$ cat src/rtl/xor_accumulator.sv
// xor_accumulator: folds a stream of WIDTH-bit words into a running XOR checksum.
//
// A run starts from IDLE on start (checksum loaded with SEED). In ACCUM each
// handshake (inValid while inReady) XORs inA into the checksum and bumps a
// saturating word counter. The transfer carrying inLast moves to DONE, where
// the result is held with outValid until outAck returns to IDLE.
//
// Ports:
//   clk       rising-edge clock
//   reset     synchronous, active-high reset (priority over everything)
//   start     begin a new run (IDLE only)
//   inA       data word
//   inValid   inA valid this cycle
//   inLast    final word of the run (qualified by inValid)
//   inReady   block accepts a word this cycle (ACCUM)
//   out       checksum register
//   outParity XOR-reduction of out
//   outValid  final result held (DONE)
//   outAck    consumer takes the result
//   count     words accepted in the current/last run (saturating)
//   overflow  sticky: an increment was attempted at the counter maximum
module xor_accumulator #(
  parameter int unsigned     WIDTH       = 16,
  parameter int unsigned     COUNT_WIDTH = 8,
  parameter logic [WIDTH-1:0] SEED       = '0
) (
  input  logic                   clk,
  input  logic                   reset,
  input  logic                   start,
  input  logic [WIDTH-1:0]       inA,
  input  logic                   inValid,
  input  logic                   inLast,
  output logic                   inReady,
  output logic [WIDTH-1:0]       out,
  output logic                   outParity,
  output logic                   outValid,
  input  logic                   outAck,
  output logic [COUNT_WIDTH-1:0] count,
  output logic                   overflow
);

  typedef enum logic [1:0] {
    StIdle,
    StAccum,
    StDone
  } state_e;

  localparam logic [COUNT_WIDTH-1:0] CountMax = '1;

  state_e                 state_q, state_d;
  logic [WIDTH-1:0]       sum_q, sum_d;
  logic [COUNT_WIDTH-1:0] count_q, count_d;
  logic                   overflow_q, overflow_d;

  always_comb begin
    state_d    = state_q;
    sum_d      = sum_q;
    count_d    = count_q;
    overflow_d = overflow_q;

    case (state_q)
      StIdle: begin
        if (start) begin
          sum_d      = SEED;
          count_d    = '0;
          overflow_d = 1'b0;
          state_d    = StAccum;
        end
      end
      StAccum: begin
        if (inValid) begin
          sum_d = sum_q ^ inA;
          // Counter saturates; the lost increment is recorded in overflow.
          if (count_q == CountMax) begin
            overflow_d = 1'b1;
          end else begin
            count_d = count_q + COUNT_WIDTH'(1);
          end
          if (inLast) begin
            state_d = StDone;
          end
        end
      end
      StDone: begin
        if (outAck) begin
          state_d = StIdle;
        end
      end
      default: state_d = StIdle;
    endcase
  end

  always_ff @(posedge clk) begin
    if (reset) begin
      state_q    <= StIdle;
      sum_q      <= '0;
      count_q    <= '0;
      overflow_q <= 1'b0;
    end else begin
      state_q    <= state_d;
      sum_q      <= sum_d;
      count_q    <= count_d;
      overflow_q <= overflow_d;
    end
  end

  assign inReady   = (state_q == StAccum);
  assign outValid  = (state_q == StDone);
  assign out       = sum_q;
  assign outParity = ^sum_q;
  assign count     = count_q;
  assign overflow  = overflow_q;

endmodule

$ cat config.mk
export PLATFORM = sky130hd
export DESIGN_NAME = xor_accumulator
export DESIGN_NICKNAME = d
export VERILOG_FILES = /design/src/rtl/xor_accumulator.sv
export SDC_FILE = /design/constraint.sdc
export NUM_CORES = 1
export LEC_CHECK = 0
export CORE_ASPECT_RATIO = 0.5
export CORE_MARGIN = 3
export CORE_UTILIZATION = 44
export CTS_CLUSTER_SIZE = 40
export DETAILED_ROUTE_END_ITERATION = 8
export PLACE_DENSITY = 0.82
export RECOVER_POWER = 25
export SYNTH_ARGS = -nofsm -noshare
export SYNTH_HDL_FRONTEND = slang
export SYNTH_SLANG_ARGS = --single-unit
export TNS_END_PERCENT = 50
$ cat constraint.sdc
create_clock -name clk -period 2.29 [get_ports clk]
set_clock_uncertainty 0.05 [all_clocks]
set_input_delay 0.458 -clock clk [delete_from_list [all_inputs] [get_ports clk]]
set_output_delay 0.458 -clock clk [all_outputs]
set_load 0.03 [all_outputs]
After elaboration in Yosys (flattened, before gate mapping). Cells that the tools add are included.

Bits in registers: 27. Word-level logic and storage cells: 38. Bits in latches: 0. Input port bits: 22. RAM bits: 0. Memories kept: 0. Bits in read-only memories: 0.

Equal/unequal tests: 9. Bitwise gates (word level): 1. Muxes and demuxes: 16. Add/sub/neg operators: 1. Div/mod/pow operators: 0. Reduce and logical (&&, ||, !) cells: 7. $lt $le $gt $ge: 0. Shift operators: 0. $mul: 0.

Operators with widths (count): $mux W16 (2); $pmux W16 S2 (1); $mux W8 (3); $pmux W8 S2 (1); $reduce_xor A16 Y1 (1); $xor A16 B16 Y16 (1); $reduce_and A4 Y1 (3); $add A8 B1 Y8 const B (1); $eq A8 B8 Y1 const B (1); $mux W2 (4); $ne A2 B2 Y1 const B (4); $pmux W2 S3 (1); $ne A2 B1 Y1 const B (2); $mux W1 (3); $reduce_and A3 Y1 (1); $eq A2 B1 Y1 const B (1); $eq A2 B2 Y1 const B (1); $logic_not A2 Y1 (1); $pmux W1 S2 (1); $reduce_bool A2 Y1 (1).

Longest topological paths before layout. Gate-level depths: netlist of run 1.

Depth in word-level cells: 4. Depth in mapped cells: 5. Mapped depth without buffers: 5.

Least setup slack after synthesis of run 1. Ideal clock, no wire load.

Path type: register to output. Start point: register sum_q[2], in the netlist out[2]. End point: output outParity. Cell stages (with the launch flop): 5. Arrival time: 1.511 ns. Buffers on the path: 0. Setup slack: 0.271 ns. Cell sequence: dfxtp_1 > xor2_1 > xnor2_1 > xnor2_1 > xnor2_1.

Word-level cells in the longest chain between the ends: 1.

RTL lines: from (decl) (RTL line 51) `logic [WIDTH-1:0] sum_q, sum_d;`; from (signal assigned) (RTL line 101) `sum_q <= sum_d;`; $reduce_xor A16 Y1 (RTL line 110) `assign outParity = ^sum_q;`; to (decl) (RTL line 35) `output logic outParity,`.

Every way passes these cells.

Worst setup path after layout of run 1.
Start point: register state_q[0]. End point: output inReady.

Word-level cells in the longest chain between the ends: 1.

RTL lines: from (decl) (RTL line 50) `state_e state_q, state_d;`; from (signal assigned) (RTL line 95) `state_q <= StIdle;`; from (signal assigned) (RTL line 100) `state_q <= state_d;`; $eq A2 B1 Y1 (RTL line 107) `assign inReady = (state_q == StAccum);`; to (decl) (RTL line 33) `output logic inReady,`.

Every way passes these cells.

==> flow_summary.json, run 1 <==
{
  "p_int_uw": 806,
  "detail_route.first_pass.iterations": 4,
  "yosys_warnings": 0,
  "port_buffers": 49,
  "multi_input_area_um2": 802,
  "postRouteAntennaNets": 0,
  "fin_nets": 235,
  "seqPwrFrac_pct": 43.2,
  "slew_violations": 0,
  "period_share_pct": 92.8,
  "die_area_um2": 3920,
  "drive_gt1_share_pct": 7.58,
  "slowest_delay_ps": 660,
  "hold_buffers": 0,
  "async_flop_share_pct": 0,
  "hold_path_class": "reg2reg",
  "synth_edf_count": 0,
  "placed_cells": 244,
  "grt_pass1_vias": 1252,
  "switching_share_pct": 32.9,
  "vias_per_cell": 5.18,
  "cp_cell_sequence": "nand2b_1, inv_2, clkdlybuf4s50_1",
  "syn_area_per_cell_um2": 8.98,
  "cts_root_buf": "clkbuf_8",
  "dieHeight_um": 45.8,
  "rsz0062_at_grt": "false",
  "clockPowerShare_pct": 23.1,
  "rrSetupSlack_ps": 280,
  "setup-tns-final_ps": 0,
  "ios": 50,
  "p_comb_share_pct": 33.6,
  "syn2layout_area_growth_pct": 43.9,
  "dr.first_iter.drc_count": 37,
  "antenna_found_initial": 0,
  "power-per-cell-area_nw_per_um2": 599,
  "grt_max_degree": 18,
  "maxCapViolCount": 0,
  "synthCells": 155,
  "gp_routability_congestion": 0.793,
  "grt_first_pass_wirelength_um": 5500,
  "synthFlopType": "dfxtp_1",
  "status": "finished, final reports clean",
  "seq_area_frac_synth_pct": 38.8,
  "leakage_nw": 0.688,
  "die_x_um": 85.6,
  "finalSetupViolations": 0,
  "start_util_pct": 49.8,
  "p_sw_uw": 395,
  "fin_crit_ps": 2130,
  "vias": 1284,
  "syn_nets": 178,
  "remaining_drc_errors": 0,
  "dpl.hpwl_um": 2590,
  "end_kind": "output pin",
  "irDropWorstVdd_mv": 0.293,
  "hold_viol_final": 0,
  "clk_latency_ps": 280,
  "clkTransAtPathRegs_ps": 100,
  "cts.sinks": 27,
  "worstMarginPinSlew_ps": 535,
  "start_kind": "register",
  "slew-limit-headroom_pct": 64.3,
  "fillCellCount": 223,
  "rows": 13,
  "gr-total-overflow": 0,
  "crit_arrival_ps": 1620,
  "antenna_cells": 0,
  "wl_um": 3390,
  "seqCellArea_um2": 542,
  "ys_types": 37,
  "fmax_mhz": 470,
  "final_common_cell": "clkdlybuf4s50_1",
  "core_region_area_um2": 2800,
  "cts_made_buffers": 3,
  "ys_ff_latch": 27,
  "worst_path_max_delay_cell": "clkdlybuf4s50_1",
  "crit_required_ps": 1780,
  "avgRoutedWirePerCell_um": 13.7,
  "criticalPathCategory": "reg2out",
  "htreeDepth": 1,
  "clockBufferDepth": 2,
  "layout.cells.non_filler": 248,
  "syn_area_um2": 1390,
  "grt_util_all_layers_pct": 17.8,
  "cts_tree": "built",
  "layout_common_cells": "clkdlybuf4s50_1 (47), xnor2_1 (30), dfxtp_1 (26)",
  "crit_fanout": 7
}
-- worst paths after layout --
check / start / endpoint / depth (start not counted)
setup / recovery: state_q[0] / inReady / 3
hold / removal: overflow / overflow / 2
setup reg to reg: count[0] / count[5] / 5
hold reg to reg: overflow / overflow / 2
-- metrics by stage --
stage	power, mW	utilization [%]	hold slack [ps]	setup WS [ps]	instance area, µm²
after floorplan	0.793	-	543	271	1390
after global placement	0.948	70.4	415	103	1970
after detailed placement	0.955	70.4	469	57.2	1970
after CTS	1.22	72.0	488	15.0	2010
after global routing	1.26	71.6	506	88.5	2000
final	1.20	71.6	477	164	2000
-- Yosys cell counts, types with 3 or more instances --
library cell,number,area (µm²)
o21ai_0,4,20.0
inv_1,3,11.3
xnor2_1,30,263
dfxtp_1,27,541
nor3b_1,16,120
nor2_1,22,82.6
nand3_1,3,15.0
a21oi_1,7,35.0
nand4b_1,3,26.3
nor3_1,4,20.0
clkbuf_1,4,15.0
-- kinds of logic (layout without fill, tap and decap cells) --
family | Yosys count | in the layout | synth area share [%]
AND/OR/NAND/NOR | 61 | 61 | 24.9
XOR/XNOR | 31 | 31 | 19.5
flip-flops | 27 | 27 | 38.8
AO/OA/AOI/OAI | 23 | 23 | 10.7
buffers and inverters | 11 | 67 | 3.59
adder cells (fa/ha/maj) | 1 | 1 | 0.898
multiplexers | 1 | 1 | 1.62
-- sequential cells by signal, summed over array words and instances, names as in the netlist --
name,flops
overflow,1
out,16
count,8
state_q,2
-- area by class of cell --
class,instances,area share (%)
inverters,4,0.749
multi-input cells,117,40.0
clock inverters,1,0.250
flip-flops and latches,27,27.0
repair buffers,59,27.6
well taps,37,2.31
clock buffers,3,2.06
-- worst max-delay path: cells and delay by family (launching register included) --
family                 cells  cell delay (ps)
and+or+nand+nor            1              160
buffers and inverters      2              740
DFF                        1              430
-- power groups by stage --
stage          clock network, mW  registers, mW  logic (mW)
5_1_grt                    0.299          0.523       0.435
3_3_place_gp                   0          0.528       0.420
3_5_place_dp                   0          0.530       0.425
6_report                   0.278          0.519       0.404
2_1_floorplan                  0          0.571       0.223
4_1_cts                    0.281          0.519       0.417
-- what timing repair did --
action,in CTS,in global routing
pin swaps,0,0
gates resized for setup,1,3
buffers inserted,0,0
setup endpoints to repair,1,2
hold endpoints to repair,0,0
-- routing by layer --
layer  global-route usage (%)  share of wire (%)  vias to the layer above
met5                        0                  0                        -
met4                     3.47               0.21                        0
met3                     3.97                3.9                        2
met2                     34.0                 52                       34
met1                     21.2                 44                      602
li1                         -                  -                      646
Power figures use the tool's default switching activity.
==> run 2, diff against run 1 <==
- RECOVER_POWER: 25 -> default
==> run 2 against run 1 <==
Compared with the run above:
- register-to-register slack barely moved
- sequential share of layout area fell by 0.10 points
- final area rose by 0.37%
- first-iteration DRC count fell by 2.7%
- die area did not move
==> flow_summary.json, run 2 (synthesis gave the netlist of run 1 again) <==
{
  "dpl.hpwl_um": 2590,
  "fmax_mhz": 470,
  "dieHeight_um": 45.8,
  "finalSetupViolations": 0,
  "start_kind": "register",
  "rows": 13,
  "dr.first_iter.drc_count": 36,
  "syn2layout_area_growth_pct": 44.5,
  "fin_crit_ps": 2130,
  "power_mw": 1.20,
  "drive_gt1_share_pct": 8.53,
  "worst_path_max_delay_cell": "clkdlybuf4s50_1",
  "seqPwrFrac_pct": 43.1,
  "grt_max_degree": 18,
  "irDropWorstVdd_mv": 0.294,
  "slew-limit-headroom_pct": 63.8,
  "p_sw_uw": 394,
  "timing.rr.end": "count[5]",
  "die_area_um2": 3920,
  "ios": 50,
  "post-cts-setup-buffers": 0,
  "clockBufferDepth": 2,
  "gp_routability_congestion": 0.793,
  "crit_required_ps": 1780,
  "r2r_start": "count[0]",
  "grt_pass1_vias": 1252,
  "slew_violations": 0,
  "crit_fanout": 7,
  "setup_ws_ps": 164,
  "placed_cells": 244,
  "rrSetupSlack_ps": 290,
  "fillCellCount": 221,
  "slowest_delay_ps": 660,
  "layout.cells.non_filler": 248,
  "critPathLaunch": "state_q[0]",
  "cts_made_buffers": 3,
  "reg2reg_depth": 5,
  "vias_per_cell": 5.15,
  "worstMarginPinSlew_ps": 544,
  "dp_worst_setup_slack_ps": 57.2,
  "multi_input_area_um2": 802,
  "grt_first_pass_wirelength_um": 5500,
  "clkTransAtPathRegs_ps": 100,
  "wl_um": 3390,
  "endpoint": "inReady",
  "maxCapViolCount": 0,
  "grt_util_all_layers_pct": 17.8,
  "clockPowerShare_pct": 23.0,
  "status": "finished, final reports clean",
  "detail_route.first_pass.iterations": 4,
  "power-per-cell-area_nw_per_um2": 598,
  "seqCellArea_um2": 542,
  "cp_cell_sequence": "nand2b_1, inv_2, clkdlybuf4s50_1",
  "p_comb_share_pct": 33.9,
  "final_common_cell": "clkdlybuf4s50_1",
  "vias": 1277,
  "avgRoutedWirePerCell_um": 13.7,
  "layout_common_cells": "clkdlybuf4s50_1 (48), xnor2_1 (30), dfxtp_1 (26)",
  "antenna_cells": 0,
  "fin_nets": 235,
  "leakage_nw": 0.695,
  "port_buffers": 49,
  "die_x_um": 85.6,
  "period_share_pct": 92.8,
  "cts_root_buf": "clkbuf_8",
  "clk_latency_ps": 280,
  "htreeDepth": 1,
  "setup-tns-final_ps": 0,
  "switching_share_pct": 32.8,
  "start_util_pct": 49.8,
  "hold_buffers": 0,
  "cts.sinks": 27,
  "hold_path_class": "reg2reg",
  "core_region_area_um2": 2800,
  "timing.hold.ws_ps": 477,
  "cts_tree": "built",
  "end_kind": "output pin",
  "antenna_found_initial": 0,
  "remaining_drc_errors": 0,
  "gr-total-overflow": 0,
  "crit_arrival_ps": 1620,
  "p_int_uw": 809,
  "hold_viol_final": 0,
  "criticalPathCategory": "reg2out",
  "rsz0062_at_grt": "false",
  "largest_reg_flops": 16,
  "postRouteAntennaNets": 0
}
==> run 2: through the flow <==
stage | utilization [%] | area (µm²)
6_report | 71.9 | 2010
5_1_grt | 71.9 | 2010
4_1_cts | 72.0 | 2010
3_5_place_dp | 70.4 | 1970
3_3_place_gp | 70.4 | 1970
2_1_floorplan | - | 1390
==> run 2: worst min-delay path by stage <==
stage               endpoint  cells after the start  startpoint
finish              overflow                      2    overflow
global route        overflow                      2    overflow
CTS                 count[6]                      2    count[6]
detailed placement  overflow                      2    overflow
global placement    overflow                      2    overflow
floorplan           count[7]                      1       reset
==> run 2: critical path: cells and delay by family, from the launching register on <==
family                 cells  cell delay, ps
AND/OR/NAND/NOR            1             160
buffers and inverters      2             740
flip-flops                 1             430
==> run 2: repair_timing <==
item / CTS / global route
gates resized for setup: 1 / 3
setup endpoints to repair: 1 / 2
pin swaps: 0 / 0
==> run 2: layer usage <==
metal	global-route usage [%]	vias to the layer above	share of wire [%]	wire [µm]
met5	0	-	0	0
met4	3.47	0	0.21	7
met3	3.97	2	3.4	114
met2	34.0	29	52	1750
met1	21.2	601	45	1520
li1	-	645	-	-
==> run 2: power groups by stage <==
stage,clock network [mW],logic [mW],registers [mW]
finish,0.277,0.407,0.519
global route,0.299,0.438,0.523
CTS,0.281,0.417,0.519
detailed placement,0,0.425,0.530
global placement,0,0.420,0.528
floorplan,0,0.223,0.571
==> run 2: layout make-up <==
class	count	area share, %
sequential	27	26.9
timing repair buffer	59	27.9
multi-input combinational	117	39.9
clock buffer	3	2.05
clock inverter	1	0.249
inverter	4	0.746
tap	37	2.30
